## src/rtl/control_sequencer.sv

```systemverilog
// Hardwired MiniSRC control unit: fetch T0-T2, then decoded execute steps.
// All strobes are a Moore decode of the sequencer state and the IR fields.
module control_sequencer #(
  parameter int NREGS = 16
) (
  input  logic             Clock,
  input  logic             Resetn,
  input  logic             Stop,
  input  logic [31:0]      IR,
  output logic             PCout,
  output logic             Zlowout,
  output logic             Zhighout,
  output logic             MDRout,
  output logic             MARin,
  output logic             MDRin,
  output logic             IRin,
  output logic             PCin,
  output logic             Yin,
  output logic             Zin,
  output logic             HIin,
  output logic             LOin,
  output logic             IncPC,
  output logic             Read,
  output logic [NREGS-1:0] Rin,
  output logic [NREGS-1:0] Rout,
  output logic [3:0]       ALUop,
  output logic             Run
);

  // state | meaning
  // RST   | idle after reset, strobes off
  // T0    | PC -> MAR, PC+1 -> Z
  // T1    | Z -> PC, memory -> MDR
  // T2    | MDR -> IR, decode on exit
  // T3    | first operand -> Y
  // T4    | second operand, ALU -> Z
  // T5    | Zlow -> Ra or LO
  // T6    | Zhigh -> HI (MUL/DIV only)
  // HALT  | stopped until reset
  typedef enum logic [3:0] {
    S_RST, S_T0, S_T1, S_T2, S_T3, S_T4, S_T5, S_T6, S_HALT
  } state_t;

  state_t state_q, state_d;

  logic [4:0] opcode;
  logic [3:0] ra, rb, rc;
  logic       is_alu2, is_unary, is_muldiv, is_halt;
  logic [3:0] alu_code;
  logic       unused_ir;

  assign opcode    = IR[31:27];
  assign ra        = IR[26:23];
  assign rb        = IR[22:19];
  assign rc        = IR[18:15];
  assign unused_ir = ^IR[14:0];

  always_comb begin
    is_alu2   = 1'b0;
    is_unary  = 1'b0;
    is_muldiv = 1'b0;
    is_halt   = 1'b0;
    alu_code  = 4'h0;
    case (opcode)
      5'b00011: begin is_alu2   = 1'b1; alu_code = 4'h2; end
      5'b00100: begin is_alu2   = 1'b1; alu_code = 4'h3; end
      5'b00101: begin is_alu2   = 1'b1; alu_code = 4'h0; end
      5'b00110: begin is_alu2   = 1'b1; alu_code = 4'h1; end
      5'b00111: begin is_alu2   = 1'b1; alu_code = 4'h7; end
      5'b01000: begin is_alu2   = 1'b1; alu_code = 4'h8; end
      5'b01001: begin is_alu2   = 1'b1; alu_code = 4'h9; end
      5'b01010: begin is_alu2   = 1'b1; alu_code = 4'hA; end
      5'b01011: begin is_alu2   = 1'b1; alu_code = 4'hB; end
      5'b01111: begin is_muldiv = 1'b1; alu_code = 4'h4; end
      5'b10000: begin is_muldiv = 1'b1; alu_code = 4'h6; end
      5'b10001: begin is_unary  = 1'b1; alu_code = 4'hC; end
      5'b10010: begin is_unary  = 1'b1; alu_code = 4'hD; end
      5'b11011: is_halt = 1'b1;
      default:  ;
    endcase
  end

  always_ff @(posedge Clock or negedge Resetn) begin
    if (!Resetn) state_q <= S_RST;
    else         state_q <= state_d;
  end

  always_comb begin
    state_d = state_q;
    case (state_q)
      S_RST: state_d = S_T0;
      S_T0:  state_d = S_T1;
      S_T1:  state_d = S_T2;
      S_T2: begin
        if (is_halt)                             state_d = S_HALT;
        else if (is_alu2 || is_unary || is_muldiv) state_d = S_T3;
        else                                     state_d = Stop ? S_HALT : S_T0;
      end
      S_T3:  state_d = S_T4;
      S_T4:  state_d = S_T5;
      S_T5: begin
        if (is_muldiv) state_d = S_T6;
        else           state_d = Stop ? S_HALT : S_T0;
      end
      S_T6:   state_d = Stop ? S_HALT : S_T0;
      S_HALT: state_d = S_HALT;
      default: state_d = S_RST;
    endcase
  end

  always_comb begin
    PCout    = 1'b0;
    Zlowout  = 1'b0;
    Zhighout = 1'b0;
    MDRout   = 1'b0;
    MARin    = 1'b0;
    MDRin    = 1'b0;
    IRin     = 1'b0;
    PCin     = 1'b0;
    Yin      = 1'b0;
    Zin      = 1'b0;
    HIin     = 1'b0;
    LOin     = 1'b0;
    IncPC    = 1'b0;
    Read     = 1'b0;
    Rin      = '0;
    Rout     = '0;
    ALUop    = 4'h0;
    Run      = (state_q != S_RST) && (state_q != S_HALT);
    case (state_q)
      S_T0: begin PCout = 1'b1; MARin = 1'b1; IncPC = 1'b1; Zin = 1'b1; end
      S_T1: begin Zlowout = 1'b1; PCin = 1'b1; Read = 1'b1; MDRin = 1'b1; end
      S_T2: begin MDRout = 1'b1; IRin = 1'b1; end
      S_T3: begin
        Rout = NREGS'(1) << (is_muldiv ? ra : rb);
        Yin  = 1'b1;
      end
      // unary ops feed Rb on both operand slots; two-operand ops use Rc
      S_T4: begin
        Rout  = NREGS'(1) << (is_alu2 ? rc : rb);
        ALUop = alu_code;
        Zin   = 1'b1;
      end
      S_T5: begin
        Zlowout = 1'b1;
        if (is_muldiv) LOin = 1'b1;
        else           Rin  = NREGS'(1) << ra;
      end
      S_T6: begin Zhighout = 1'b1; HIin = 1'b1; end
      default: ;
    endcase
  end

endmodule

```

## config.mk

```make
export PLATFORM = sky130hd
export DESIGN_NAME = control_sequencer
export DESIGN_NICKNAME = d
export VERILOG_FILES = /design/src/rtl/control_sequencer.sv
export SDC_FILE = /design/constraint.sdc
export NUM_CORES = 1
export LEC_CHECK = 0
export ABC_AREA = 1
export ABC_CLOCK_PERIOD_IN_PS = 1900
export CAP_MARGIN = 20
export CORE_UTILIZATION = 33
export DETAILED_ROUTE_END_ITERATION = 10
export PLACE_DENSITY = 0.8
export SKIP_CTS_REPAIR_TIMING = 1
export SLEW_MARGIN = 40
export SYNTH_ARGS = -nofsm -noshare
export SYNTH_HDL_FRONTEND = slang
export SYNTH_SLANG_ARGS = --single-unit
```

## constraint.sdc

```tcl
create_clock -name Clock -period 1.9 [get_ports Clock]
set_input_delay 0.38 -clock Clock [delete_from_list [all_inputs] [get_ports Clock]]
set_output_delay 0.38 -clock Clock [all_outputs]
set_load 0.005 [all_outputs]
```

==> flow_results.org, run 1 <==
** STA
- In the post-route analysis, the smallest setup slack over all paths is -0.376 ns.
- Fmax :: 439 MHz
- In this run the tightest slew margin relative to its limit is 0.718.
- The worst path in the final design needs a cycle of 2.28 ns, including I/O delays and setup.
- RSZ-0062 raised after global routing :: true
- Number of pins with negative max-slew slack in the final report :: 0
- Across the routed clock network, the largest skew measured is 0.00723 ns.
- At the pin with the least slew margin, the transition time is 0.421 ns.
- Final hold violation count :: 0
- Setup TNS :: -7.82 ns
- Final worst-path cycle share :: 1.20
- Setup-violating endpoint count in the final report :: 37

** Place
- The count of buffers added on input and output ports is 70.
- Dpl hpwl :: 3100 um
- At the end of routability-driven placement, the weighted congestion stood at 0.856.
- Post-detailed-placement cell area :: 2080 um^2

** Critical path
- The setup check on the worst reg-to-reg path leaves a slack of between 0.2 and 0.3 ns.
- Critical path capture point type :: primary output
- The worst register-to-register path begins at state_q[1].
- Data required, critical path :: between 1.5 and 2 ns
- STA puts the critical path data arrival time at 1.90 ns.
- In this run the worst path has a maximum fanout of 5.
- The endpoint identified for the worst register-to-register timing path is state_q[2].
- The critical path is of the reg -> out type.
- Launch point of the critical path :: state_q[2]
- Kind of start point of the critical path :: flop
- Worst Reg2Reg Path Length in Cells :: 11
- Endpoint of the worst setup timing path :: Rout[4]

** Floorplanning
- Pin placement for this block handled 86 I/O pins.
- Total number of placement rows :: 20
- Placeable core region :: slightly above 3000 um^2
- Vertical die dimension :: 59.3 um
- Die Span X :: around 60 um
- Starting utilization of the core area :: 0.352
- Die Footprint :: 3510 um^2

** Finish
- More flip-flops sit in one register than any other, and that register is state_q.
- Flip-flop count of the largest register after layout :: 4
- At the end of the flow, the number of nets in the layout was 362.
- Compared with the post-synthesis result, the final layout area differs by 141%.
- Summing all non-filler instances in the final layout gives an area of approximately 2600 um^2.
- Commonest non-fill, non-tap cells in the layout :: buf_4 (44), nand2_1 (25), nor2_1 (24), dlymetal6s2s_1 (24), nor2_2 (23)
- The number of antenna diodes in the final layout is 0.
- Most common cell after layout, fill and taps aside :: buf_4
- Fraction of layout instances using a drive strength above 1 :: 0.557
- The largest registers in the layout are state_q (4).
- Layout Utilization :: 0.849

** Detailed routing
- Vias :: 1887
- For this block, the initial DRC count from the detailed router was 128.
- Antenna Nets Post-Route :: 0
- After detailed routing, the number of vias per cell comes to approximately 5.1.
- Before antenna repair, the detailed router went through 4 iterations.
- Routed Wire Length :: 5710 um
- For this run, design rule violations remaining after detail routing come to 0.
- Dividing the detail-routed wire length by the instance count gives 15.5 um.

** Synthesis
- Of the total synthesized cell area, the portion taken by XOR and XNOR cells is 0.
- Multiplexer share of the synthesized area :: 0
- Synthesized netlist net count :: about 250
- The fraction of the mapped netlist area in compound gates was 0.108.
- Most area-consuming cells after synthesis :: nor2_1 (20%), nand3_1 (16%), nand2_1 (14%), inv_1 (9.7%), dfrtp_1 (9.2%)
- Of the total synthesized cell area, the portion taken by full adders, half adders and majority gates is 0.
- Number of unique standard cell types used by synthesis :: 27
- Number of synthesized register bits :: 4
- Simple-gate portion of the synthesized area :: 0.637
- Share of the yosys chip area belonging to registers :: 0.0925
- Summing every instance area after synthesis gives 1080 um^2.
- The share of synthesized area in the top cell type comes to 0.201.
- Dividing the synthesized area by the synthesized cell count gives 5.15 um^2.
- Instance count of the mapped netlist :: between 200 and 250
- For this run, the number of Yosys warnings is 0.
- By area, the combinational part of the netlist is dominated by simple AND/OR/NAND/NOR gates.
- The synthesized design spends more area on one cell type than any other, namely nor2_1.

** Clock tree
- Deepest level of the CTS H-tree :: 1
- Clock-pin slew was measured on the worst setup and hold paths at 0.05 ns.
- Clk Tree Root Cell :: clkbuf_4
- Buffers inserted during clock tree synthesis total 3.
- TritonCTS built the clock tree.
- Clock network latency to the later pin of the worst-skew pair :: ~0.25 ns
- Bufs on Longest Clock Path :: 2
- Count of clock tree sinks :: 4

** Outcome
- Violated checks :: negative setup slack
- Status :: finished with violations

** Power
- The analysis attributes to cell leakage a power of 1.57 nW.
- Part of the total power dissipated in the clock network :: 0.072
- Fraction of power spent switching nets :: 0.485
- Dividing total power by cell area gives a power density of 631 nW/um^2.
- Summed over all nets, the switching power comes to 0.801 mW.
- The worst-case IR drop observed on VDD is 0.000451 V.
- Logic gate share of total power :: 0.830
- Proportion of power drawn by flip-flops and latches :: 0.098
- The internal power of the cells totals about 0.85 mW.

** Global route
- For this run, the total global-route usage over all layers was measured as 0.214.
- First-pass GRT wire length :: about 5900 um
- Antenna violations before repair :: 0
- Entering global routing, the biggest net connects 9 pins.
- The number of global-route vias before repair came to roughly 1400.
- For this run the aggregate overflow at the end of global routing stands at 0.

** Min path
- Type of the worst min-delay path :: in -> async

** Job
- Number of maximum-capacitance violations :: 0
[cell usage after synthesis, drive strengths merged]
library cell and number:
a21oi 1, nand4 2, nand2 48, a211o 1, nor3 1, o21bai 2
dfrtp 4, o31ai 1, nor2 62, o211ai 4, nand3 37, o21ai 4
or2 1, a31oi 1, inv 32, o22ai 1, a41oi 1, buf 7
[stage by stage]
| stage | setup slack [ns] | total power [mW] | std cells | hold WS, ns |
|---|---|---|---|---|
| 3_5_place_dp | -1.10 | 1.16 | 355 | 0.591 |
| 5_1_grt | -0.456 | 1.72 | 369 | 0.352 |
| 3_3_place_gp | -1.11 | 1.14 | 355 | 0.587 |
| 4_1_cts | -1.11 | 1.27 | 358 | 0.339 |
| 6_report | -0.376 | 1.65 | 369 | 0.336 |
| 2_1_floorplan | 0.153 | 0.629 | 210 | 0.0844 |
[metal layers]
metal	global-route usage	up-vias	part of all wire
met2	0.380	74	0.54
li1	-	898	-
met5	0	-	0
met4	0.0510	0	0.014
met3	0.00873	9	0.049
met1	0.282	906	0.40
[power by group through the flow]
| stage | Clock [mW] | Combinational [mW] | Sequential, mW |
|---|---|---|---|
| after CTS | 0.113 | 1.02 | 0.144 |
| final | 0.119 | 1.37 | 0.161 |
| after global routing | 0.122 | 1.43 | 0.164 |
| after detailed placement | 0 | 1.01 | 0.145 |
| after global placement | 0 | 0.994 | 0.144 |
| after floorplan | 0 | 0.471 | 0.158 |
[worst min path at each step]
stage	start	endpoint	slack, ns	cells past startpoint
detailed placement	Resetn	state_q[2]	0.59	1
finish	Resetn	state_q[2]	0.34	1
global placement	Resetn	state_q[2]	0.59	1
floorplan	Resetn	state_q[0]	0.08	0
global route	Resetn	state_q[2]	0.35	1
CTS	Resetn	state_q[3]	0.34	1
[critical path: stages, from the launching register on]
cell and delay (ns):
dfrtp_1 0.36, inv_2 0.06, nor2_4 0.11, inv_2 0.08, nor2_4 0.19, buf_6 0.17, nand3_1 0.14, nand2_4 0.16
nand3_4 0.10, nor2_1 0.13, dlymetal6s2s_1 0.14
[layout make-up]
cell class,instances,area (um^2)
Tap cell,44,55.1
Timing Repair Buffer,119,1030
Multi-Input combinational cell,167,1280
Fill cell,173,465
Inverter,32,125
Clock buffer,3,22.5
Sequential cell,4,100
[kinds of logic after synthesis]
kind of cell / Yosys count
simple gates: 151
buf+inv: 39
compound gates: 16
flops: 4
Note: power is estimated with default switching activity, not from simulation.
==> run 2, diff against run 1 <==
--- a/config.mk
+++ b/config.mk
@@ -11,6 +11,7 @@
 export CORE_UTILIZATION = 33
 export DETAILED_ROUTE_END_ITERATION = 10
 export PLACE_DENSITY = 0.8
+export REMOVE_ABC_BUFFERS = 1
 export SKIP_CTS_REPAIR_TIMING = 1
 export SLEW_MARGIN = 40
 export SYNTH_ARGS = -nofsm -noshare
==> flow_results.org, run 2 (synthesis gave the netlist of run 1 again) <==
** Detailed routing
- Vias per cell :: between 4 and 5
- The first TritonRoute pass finished after 4 iterations.
- Antenna Nets Post-Route :: 0
- Detailed router's first-iteration violation count :: 98
- After detailed routing, the number of remaining DRC violations is 0.
- Routed Wire Length :: 4790 um
- Mean routed wirelength per cell :: 12.8 um
- Vias :: around 1900

** Place
- Number of instances in the placed design :: 354
- At the placement stage, the worst setup path has a slack of -1.11 ns.
- Input and output buffers added on the ports amount to 70.
- Dpl hpwl :: 3040 um
- Post-detailed-placement cell area :: 2070 um^2
- The congestion estimate from routability-driven global placement came to 0.842.

** Power
- Maximum VDD drop :: between 0.0004 and 0.0005 V
- Power Dens Cells :: 627 nW/um^2
- For this design the static power due to leakage is between 1 and 1.5 nW.

** Clock tree
- Clk Tree Root Cell :: clkbuf_4
- CTS tree :: done
- Clock-pin slew was measured on the worst setup and hold paths at around 0.050 ns.
- Deepest level of the CTS H-tree :: 1
- CTS saw 4 sinks.
- Clock network latency to the later pin of the worst-skew pair :: 0.26 ns
- Total clock buffers created by CTS :: 3
- Bufs on Longest Clock Path :: 2

** Finish
- The register with the most flip-flops in the final layout is state_q.
- For this run, the share of the core covered by cells in the final layout is 0.785.
- Final net count :: between 300 and 400
- Leaving out fill and tap cells, the most frequent cells in the layout are buf_4 (50), nor2_1 (32), buf_2 (27), nand2_1 (25), nand3_1 (22).
- Synth-to-layout area growth :: 123%
- In the final layout, the share of cells above drive strength 1 is 0.548.
- Number of fill cells in the layout :: about 220
- Inserted Diodes :: 0
- Registers with the highest flip-flop counts :: state_q (4)
- Post-route cell area :: 2420 um^2
- Count of placed standard cells in the final layout, fillers left out :: between 300 and 400
- The register with the most flip-flops in the layout has 4 of them.
- The library cell used most frequently in the layout, excluding fill and tap cells, is buf_4.

** STA
- At the pin with the least slew margin, the transition time is approximately 0.35 ns.
- RSZ-0062 raised after global routing :: true
- Final hold slack :: 0.341 ns
- Setup violations remaining at the end of the flow were counted as 36.
- Fin crit period :: 2.30 ns
- Headroom to the max-slew limit came out at 0.768.
- Clock skew on the completed layout was measured at 0.0133 ns.
- The max-slew violation total from the final report came to 0.
- PnR worst setup slack :: -0.401 ns
- Fmax :: 435 MHz
- Final hold violation count :: 0
- Final worst-path cycle share :: 1.21

** Floorplanning
- The floorplan step defined a core boundary enclosing 3080 um^2.
- In this run the horizontal extent of the chip is 59.3 um.
- Starting utilization of the core area :: 0.352
- Vertical die dimension :: 59.3 um
- Total number of placement rows :: 20
- Num ports :: 86
- Die Footprint :: 3510 um^2

** Critical path
- STA classifies the critical path startpoint as a flop.
- In this design, the stage delay of the slowest critical-path cell is 0.37 ns.
- Traced cell by cell, the critical path runs through inv_2, nor2_4, inv_2, nor2_4, buf_6, buf_12, nand3_2, nand2_4, buf_6, nand3_2, nor2_1, buf_2.
- The largest individual stage delay along the critical path comes from the cell dfrtp_1.
- The worst register-to-register path has a setup slack of 0.34 ns.
- Arrival time of data at the critical path endpoint :: approximately 1.9 ns
- Data required, critical path :: 1.52 ns
- Critical path buffers and inverters :: 6
- Grouping stages by cell kind, the critical path spends the most delay in simple AND/OR/NAND/NOR gates.
- The critical path in this run is classified as reg -> out.
- In this run the worst path has a maximum fanout of 7.
- STA classifies the critical path endpoint as a primary output.

** Outcome
- The run finished, with violations left.
- The final reports fail on negative setup slack.

** Global route
- The number of global-route vias before repair came to 1379.
- First-pass GRT wire length :: 5610 um
- Antenna violations before repair :: 0
- Entering global routing, the biggest net connects 9 pins.
- Global routing finished with a remaining overflow of 0.
- Global Route Usage Sum :: 0.204

** Min path
- Type of the worst min-delay path :: in -> async

** Job
- Number of maximum-capacitance violations :: 0
run 2: changes by cell type in the layout (fill, tap and decap cells not counted), moves of 3 or more:
| cell | previous run | this run |
|---|---|---|
| nand3_4 | 13 | 3 |
| dlymetal6s2s_1 | 24 | 14 |
| buf_4 | 44 | 50 |
| nand2_4 | 17 | 6 |
| nand3_1 | 19 | 22 |
| nand3_2 | 5 | 12 |
| buf_2 | 9 | 27 |
| clkbuf_2 | 16 | 7 |
| nand2_2 | 5 | 17 |
| nor2_1 | 24 | 32 |
| nor2_2 | 23 | 17 |
run 2: where the power goes:
part | internal, mW | switching, mW
combinational | 0.629 | 0.613
clock | 0.0717 | 0.0501
sequential | 0.124 | 0.0284
total | 0.825 | 0.692
run 2: final cells by class:
| type | count | area, um^2 | share of cell area |
|---|---|---|---|
| Multi-Input combinational cell | 167 | 1100 | 0.454 |
| Timing Repair Buffer | 124 | 1010 | 0.418 |
| Inverter | 32 | 133 | 0.0549 |
| Sequential cell | 4 | 100 | 0.0414 |
| Tap cell | 44 | 55.1 | 0.0228 |
| Clock buffer | 3 | 22.5 | 0.00932 |
run 2: layer usage:
layer  track usage  share of wire  vias up
met5             0              0        -
met4        0.0204          0.024        0
met3        0.0328          0.067       14
met2         0.368           0.51       86
met1         0.262           0.40      859
li1              -              -      907
run 2: worst register-to-register path, stage by stage, from the launching register on:
cell and delay [ns]:
dfrtp_1 0.40, inv_2 0.09, nor2_4 0.04, inv_2 0.10
buf_4 0.14, nor2_4 0.03, inv_2 0.09, buf_4 0.13
nor2_4 0.03, buf_4 0.13, a211o_1 0.26
run 2: final timing paths:
| path | startpoint | end | depth (start not counted) |
|---|---|---|---|
| max reg2reg | state_q[2] | state_q[2] | 10 |
| min reg2reg | state_q[1] | state_q[3] | 4 |
| max in group asynchronous | Resetn | state_q[1] | 1 |
| max | state_q[2] | Rout[2] | 12 |
| min in group Clock | IR[31] | state_q[3] | 5 |
| min | Resetn | state_q[3] | 1 |
run 2: metrics by stage:
stage	setup TNS (ns)	power [mW]
2_1_floorplan	0	0.550
3_3_place_gp	-34.97	1.14
3_5_place_dp	-36.32	1.15
4_1_cts	-37.31	1.28
5_1_grt	-9.87	1.61
6_report	-7.37	1.52
==> RTL edit 1: new RTL, flow settings as in run 2 <==
Register the inputs `Stop` and `IR` before use. The logic sees them one clock later.
--- a/src/rtl/control_sequencer.sv
+++ b/src/rtl/control_sequencer.sv
@@ -43,2 +43,10 @@
 
+  logic Stop_q;
+  logic [31:0] IR_q;
+
+  always_ff @(posedge Clock) begin
+    Stop_q <= Stop;
+    IR_q   <= IR;
+  end
+
   state_t state_q, state_d;
@@ -51,7 +59,7 @@
 
-  assign opcode    = IR[31:27];
-  assign ra        = IR[26:23];
-  assign rb        = IR[22:19];
-  assign rc        = IR[18:15];
-  assign unused_ir = ^IR[14:0];
+  assign opcode    = IR_q[31:27];
+  assign ra        = IR_q[26:23];
+  assign rb        = IR_q[22:19];
+  assign rc        = IR_q[18:15];
+  assign unused_ir = ^IR_q[14:0];
 
@@ -96,3 +104,3 @@
         else if (is_alu2 || is_unary || is_muldiv) state_d = S_T3;
-        else                                     state_d = Stop ? S_HALT : S_T0;
+        else                                     state_d = Stop_q ? S_HALT : S_T0;
       end
@@ -102,5 +110,5 @@
         if (is_muldiv) state_d = S_T6;
-        else           state_d = Stop ? S_HALT : S_T0;
+        else           state_d = Stop_q ? S_HALT : S_T0;
       end
-      S_T6:   state_d = Stop ? S_HALT : S_T0;
+      S_T6:   state_d = Stop_q ? S_HALT : S_T0;
       S_HALT: state_d = S_HALT;
Function: changed (a bounded check fails within 10 cycles, from zero or initial values and one cycle with Resetn low).
==> RTL edit 1 against run 2 <==
  * The flow still finishes with violations (negative setup slack)
  * Maximum frequency shrank 7.2%
  * Critical path type unchanged
  * Largest power group unchanged
  * Setup slack worse by 180 ps
  * Register-to-register slack worse by 150 ps
  * Sequential cell count grew 18
  * Count of clock-buffer cells in the layout rose by 1
  * Final cell count rose by 9.6%
  * Cell area rose by 25%
  * Wire length rose by 35%
  * Synthesized cell count increased by 9.5%
  * Combinational power up 6%
  * Total power rose by 45%
  * Area after synthesis up 34%
  * Critical path depth up 1
==> RTL edit 1: results (changes against run 2) <==
[clock_tree]
root_buffer = clkbuf_8
cts_max_level = 1  ; unchanged
clkTransAtPathRegs_ps = 80  ; +30 ps
clk-insertion-delay-late_ps = 270
cts_buffer_depth = 2  ; unchanged
cts_made_buffers = 3  ; unchanged

[place]
dp_hpwl_microns = 3334  ; +9.5%
gp_congestion = 0.8770  ; +4.2%
portBuffers = 70  ; unchanged
dpl.cell_count = 374  ; +5.6%

[critical_path]
timing.rr.end = state_q[3]
rr_worst_depth = 11  ; +1
cpMaxStageDelayCell = dfxtp_4
cp_num_cells = 13  ; +1
r2r_slack_ps = 190  ; -150 ps
critPathArrivalTime_ps = 2100  ; +180 ps
critPathMaxFanout = 7  ; unchanged
cpPeakStageDelay_ps = 370  ; about the same
endpoint = Rout[5]
r2r-start = IR_q[29]

[sta]
tns_ps = -16140  ; -8764 ps
finalSetupViolations = 37  ; +2.8%
tightest_slew_ps = 486.5  ; +140.8 ps
fin_skew_ps = 0.5005  ; -12.79 ps
layout_setup_ws_ps = -580.8  ; -179.7 ps

[drt]
wl_met1_microns = 2421  ; +26%
highest_layer = met4
drc_errors = 0  ; unchanged
wl_microns = 6484  ; +35%
vias_per_cell = 5.278  ; +5.8%
wl_met3_microns = 504  ; +57%
post_drt_wl_per_cell_microns = 15.81  ; +24%
wl_met2_microns = 3218  ; +32%
dr.pass1.iters = 5  ; +1
drt-initial-drc-count = 109  ; +11%

[worst_hold_path]
worstHoldPathType = in2async

[grt]
grt_pass1_vias = 1585  ; +15%
grt_use_total = 0.1808  ; -0.02339
grt_max_degree = 17  ; +8
antenna_found_initial = 0  ; unchanged
grt_pass1_wl_microns = 6444  ; +15%

[yosys]
avgSynthCellArea_sq_um = 6.300  ; +22%
ys_types = 26  ; -3.7%
synth_warnings = 0  ; unchanged
async_reset_ff_frac = 0.1818  ; -0.8182
yosys-top-cells-count = nor2_1 (56), nand3_1 (34), nand2_1 (32)
synthTopCellsByArea = dfxtp_1 (25%), nor2_1 (15%), nand3_1 (12%), nand2_1 (8.3%), inv_1 (7.8%)
ys_seq_area_frac = 0.3178  ; +0.2253

[finish]
finalNetCount = 396  ; +7.9%
reg.largest.list = IR_q x17, state_q x4, Stop_q x1
n_fill_cell = 282  ; +29%
num_antenna_cells = 0  ; unchanged
drive_above_1_share = 0.5472  ; -0.001263

[power_and_ir_drop]
vdd_drop_max_uv = 443.6  ; +5.1%
total_leakage_power_uw = 0.001664  ; +18%
p_int_uw = 1340  ; +62%

[outcome]
violations = negative setup slack
status = complete, but fails checks

==> RTL edit 1: cell count changes after synthesis, sizes merged, moves of 2 or more <==
cell	delta
nor3	+3
nor2	-3
dfxtp	+18
nand2	-4
inv	+3
o21ai	+2
a21oi	+2
==> RTL edit 1: worst min path at each step <==
stage	end	slack [ps]	start	depth (start not counted)
floorplan	state_q[0]	80	Resetn	0
global placement	state_q[3]	530	Stop_q	2
detailed placement	state_q[3]	540	Stop_q	2
CTS	state_q[2]	300	Resetn	1
global route	state_q[2]	310	Resetn	1
finish	state_q[3]	300	Resetn	1
==> RTL edit 1: logic make-up (layout without fill, tap and decap cells) <==
| group | Yosys count | in the layout | synth area share |
|---|---|---|---|
| AO/OA/AOI/OAI | 18 | 18 | 0.08030 |
| AND/OR/NAND/NOR | 147 | 148 | 0.4689 |
| buffers and inverters | 43 | 172 | 0.1330 |
| flip-flops | 22 | 22 | 0.3178 |
==> RTL edit 1: metrics by stage <==
step / setup slack (ps) / power (uW) / instance area [sq um]
2_1_floorplan: -137.7 / 957.9 / 1388
3_3_place_gp: -425.6 / 1553 / 2391
3_5_place_dp: -488.6 / 1581 / 2391
4_1_cts: -785.4 / 1872 / 2436
5_1_grt: -666.2 / 2303 / 3018
6_report: -580.8 / 2193 / 3018
==> RTL edit 1: power by group through the flow <==
stage               clock [uW]  combinational, uW  sequential (uW)
floorplan                    0                383              575
global placement             0                982              571
detailed placement           0               1010              573
CTS                        297               1010              563
global route               324               1400              580
finish                     303               1320              574
==> RTL edit 1: metal layers <==
metal  vias to the layer above  global-route usage
li1                        986                   -
met1                       995              0.2229
met2                       148              0.3162
met3                        35             0.02167
met4                         0             0.07031
met5                         -                   0
==> RTL edit 1: worst register-to-register path, stage by stage, from the launching register on <==
cell     delay (ps)
dfxtp_4         370
nor2_1          170
nand2_1         130
inv_2           110
nand2_4         100
buf_12          150
nand2_8         100
nor2_1           60
nand2_1         130
nor2_1           60
o21ai_0         140
nand2_1          80
==> RTL edit 1: final cells by class <==
cell class / instances / area share
multi-input cells: 166 / 0.3955
clock buffers: 4 / 0.01493
flip-flops and latches: 22 / 0.1567
repair buffers: 133 / 0.3644
inverters: 35 / 0.04768
well taps: 50 / 0.02073
==> RTL edit 2: new RTL, flow settings as in run 2 <==
Made on the original files. Change the parameter `NREGS` from 16 to 18.
--- a/src/rtl/control_sequencer.sv
+++ b/src/rtl/control_sequencer.sv
@@ -3,3 +3,3 @@
 module control_sequencer #(
-  parameter int NREGS = 16
+  parameter int NREGS = 18
 ) (
Ports: changed (resized Rin and Rout); port bits go from 86 to 90. No check against the original RTL was run, so the function may have changed too.
==> RTL edit 2 against run 2 <==
  * Sequential cell count is the same
  * Final cell count rose by 5.3%
  * The run still ends with negative setup slack left
  * First-iteration DRC count is 81% higher
  * Total power grew 19%
  * Sequential power increased by 18%
  * Wire length rose by 37%
  * Utilization increased by 6.7 points
  * Area after synthesis up 2.3%
  * Setup slack got worse by 71 ps
  * Maximum frequency fell by 3.0%
  * Cell area rose by 10%
==> RTL edit 2: results (changes against run 2) <==
[drt]
drt-initial-drc-count = 177  ; +81%
wl_microns = 6559  ; +37%
dr.pass1.iters = 5  ; +1
wl_met3_microns = 565  ; +76%
highest_layer = met4
wl_met2_microns = 3386  ; +39%
wl_met1_microns = 2399  ; +25%
vias_per_cell = 5.396  ; +8.2%

[grt]
grt_pass1_wl_microns = 5878  ; +4.8%
grt_use_total = 0.2104  ; +0.006238
grtUsageMet3 = 0.02814  ; -0.004613
met1_usage = 0.2565  ; -0.005394
grt_pass1_vias = 1452  ; +5.3%
grt_max_degree = 12  ; +3
met2_usage = 0.3762  ; +0.008614

[outcome]
status = complete, but fails checks
violations = negative setup slack

[finish]
seq_area_sq_um = 101.3  ; +1.2%
flops_and_latches = 4  ; unchanged
n_fill_cell = 165  ; -24%
finalNetCount = 387  ; +5.4%
num-nonclk-buffers = 140  ; +13%
num_antenna_cells = 0  ; unchanged
buf_share = 0.4376  ; +0.01986
clk_share = 0.008451  ; -0.0008661
drive_above_1_share = 0.5943  ; +0.04580
multi_input_comb_cells = 169  ; +1.2%
multi_input_area_sq_um = 1185  ; +8.0%
nNonClkInverters = 34  ; +6.3%

[yosys]
ys_types = 28  ; +3.7%
ys_seq_area_frac = 0.09040  ; -0.002090
synthTopCellsByArea = nor2_1 (19%), nand3_1 (14%), nand2_1 (13%), inv_1 (11%), dfrtp_1 (9.0%)
async_reset_ff_frac = 1.000  ; unchanged
yosys-top-cells-count = nor2_1 (55), nand2_1 (38), nand3_1 (32)

[critical_path]
critPathArrivalTime_ps = 1990  ; +70 ps
timing.rr.end = state_q[1]
rr_worst_depth = 11  ; +1
r2r_slack_ps = 240  ; -100 ps
r2r-start = state_q[3]
critPathMaxFanout = 6  ; -1

[power_and_ir_drop]
total_leakage_power_uw = 0.001509  ; +7.4%
p_switching_uw = 855.6  ; +24%
powerComb_uw = 1510  ; +22%
vdd_drop_max_uv = 478.3  ; +13%

[clock_tree]
cts_max_level = 1  ; unchanged
cts_made_buffers = 3  ; unchanged

[sta]
fin_skew_ps = 13.21  ; -0.07440 ps
finalSetupViolations = 37  ; +2.8%
hold_viol_final = 0  ; unchanged
layout_setup_ws_ps = -471.8  ; -70.70 ps

[place]
gp_congestion = 0.8459  ; +0.49%
dp_hpwl_microns = 3272  ; +7.5%
dp_slack_ps = -1104  ; +0.7800 ps

RTL edit 2: cell count changes in the layout (fill, tap and decap cells not counted), sizes merged, moves of 2 or more:
| cell | before | now |
|---|---|---|
| buf | 86 | 98 |
| clkbuf | 10 | 17 |
| clkdlybuf4s50 | 17 | 14 |
| conb | 0 | 4 |
| inv | 32 | 34 |
| nand3 | 37 | 34 |
| nor2 | 62 | 57 |
| nor3 | 1 | 4 |
RTL edit 2: worst max-delay path, stage by stage (launching register included):
cell and delay (ps):
dfrtp_1 410, inv_2 110, nand2_4 70, nor3_4 300, inv_4 110, o211ai_4 120
nand3_4 120, buf_6 150, buf_6 110, nor2_2 90, buf_2 140
RTL edit 2: logic make-up (layout without fill, tap and decap cells):
group | Yosys count | after routing | share of synthesized area
buf+inv | 45 | 177 | 0.1932
compound gates | 18 | 18 | 0.1130
other cells | 1 | 4 | 0.003387
flops | 4 | 4 | 0.09040
simple gates | 146 | 147 | 0.6000
RTL edit 2: stage by stage:
stage / power [uW] / hold slack [ps] / instances / instance area, sq um / TNS [ps]
after global routing: 1892 / 349.4 / 394 / 2665 / -12560
after floorplan: 554.0 / 84.41 / 206 / 1032 / 0
after CTS: 1336 / 347.5 / 365 / 2126 / -37680
after global placement: 1190 / 592.8 / 362 / 2103 / -34890
final: 1809 / 345.1 / 394 / 2665 / -10890
after detailed placement: 1221 / 604.2 / 362 / 2103 / -36050
RTL edit 2: worst max-delay path by stage:
stage               start       to  slack (ps)  cells past startpoint
5_1_grt        state_q[3]  Rout[5]        -520                     10
3_5_place_dp       IR[28]  Rout[1]       -1100                     10
4_1_cts            IR[28]  Rout[1]       -1110                     10
6_report       state_q[3]  Rout[5]        -470                     10
2_1_floorplan      IR[29]  Rout[0]          40                      9
3_3_place_gp       IR[29]  Rout[5]       -1080                     11
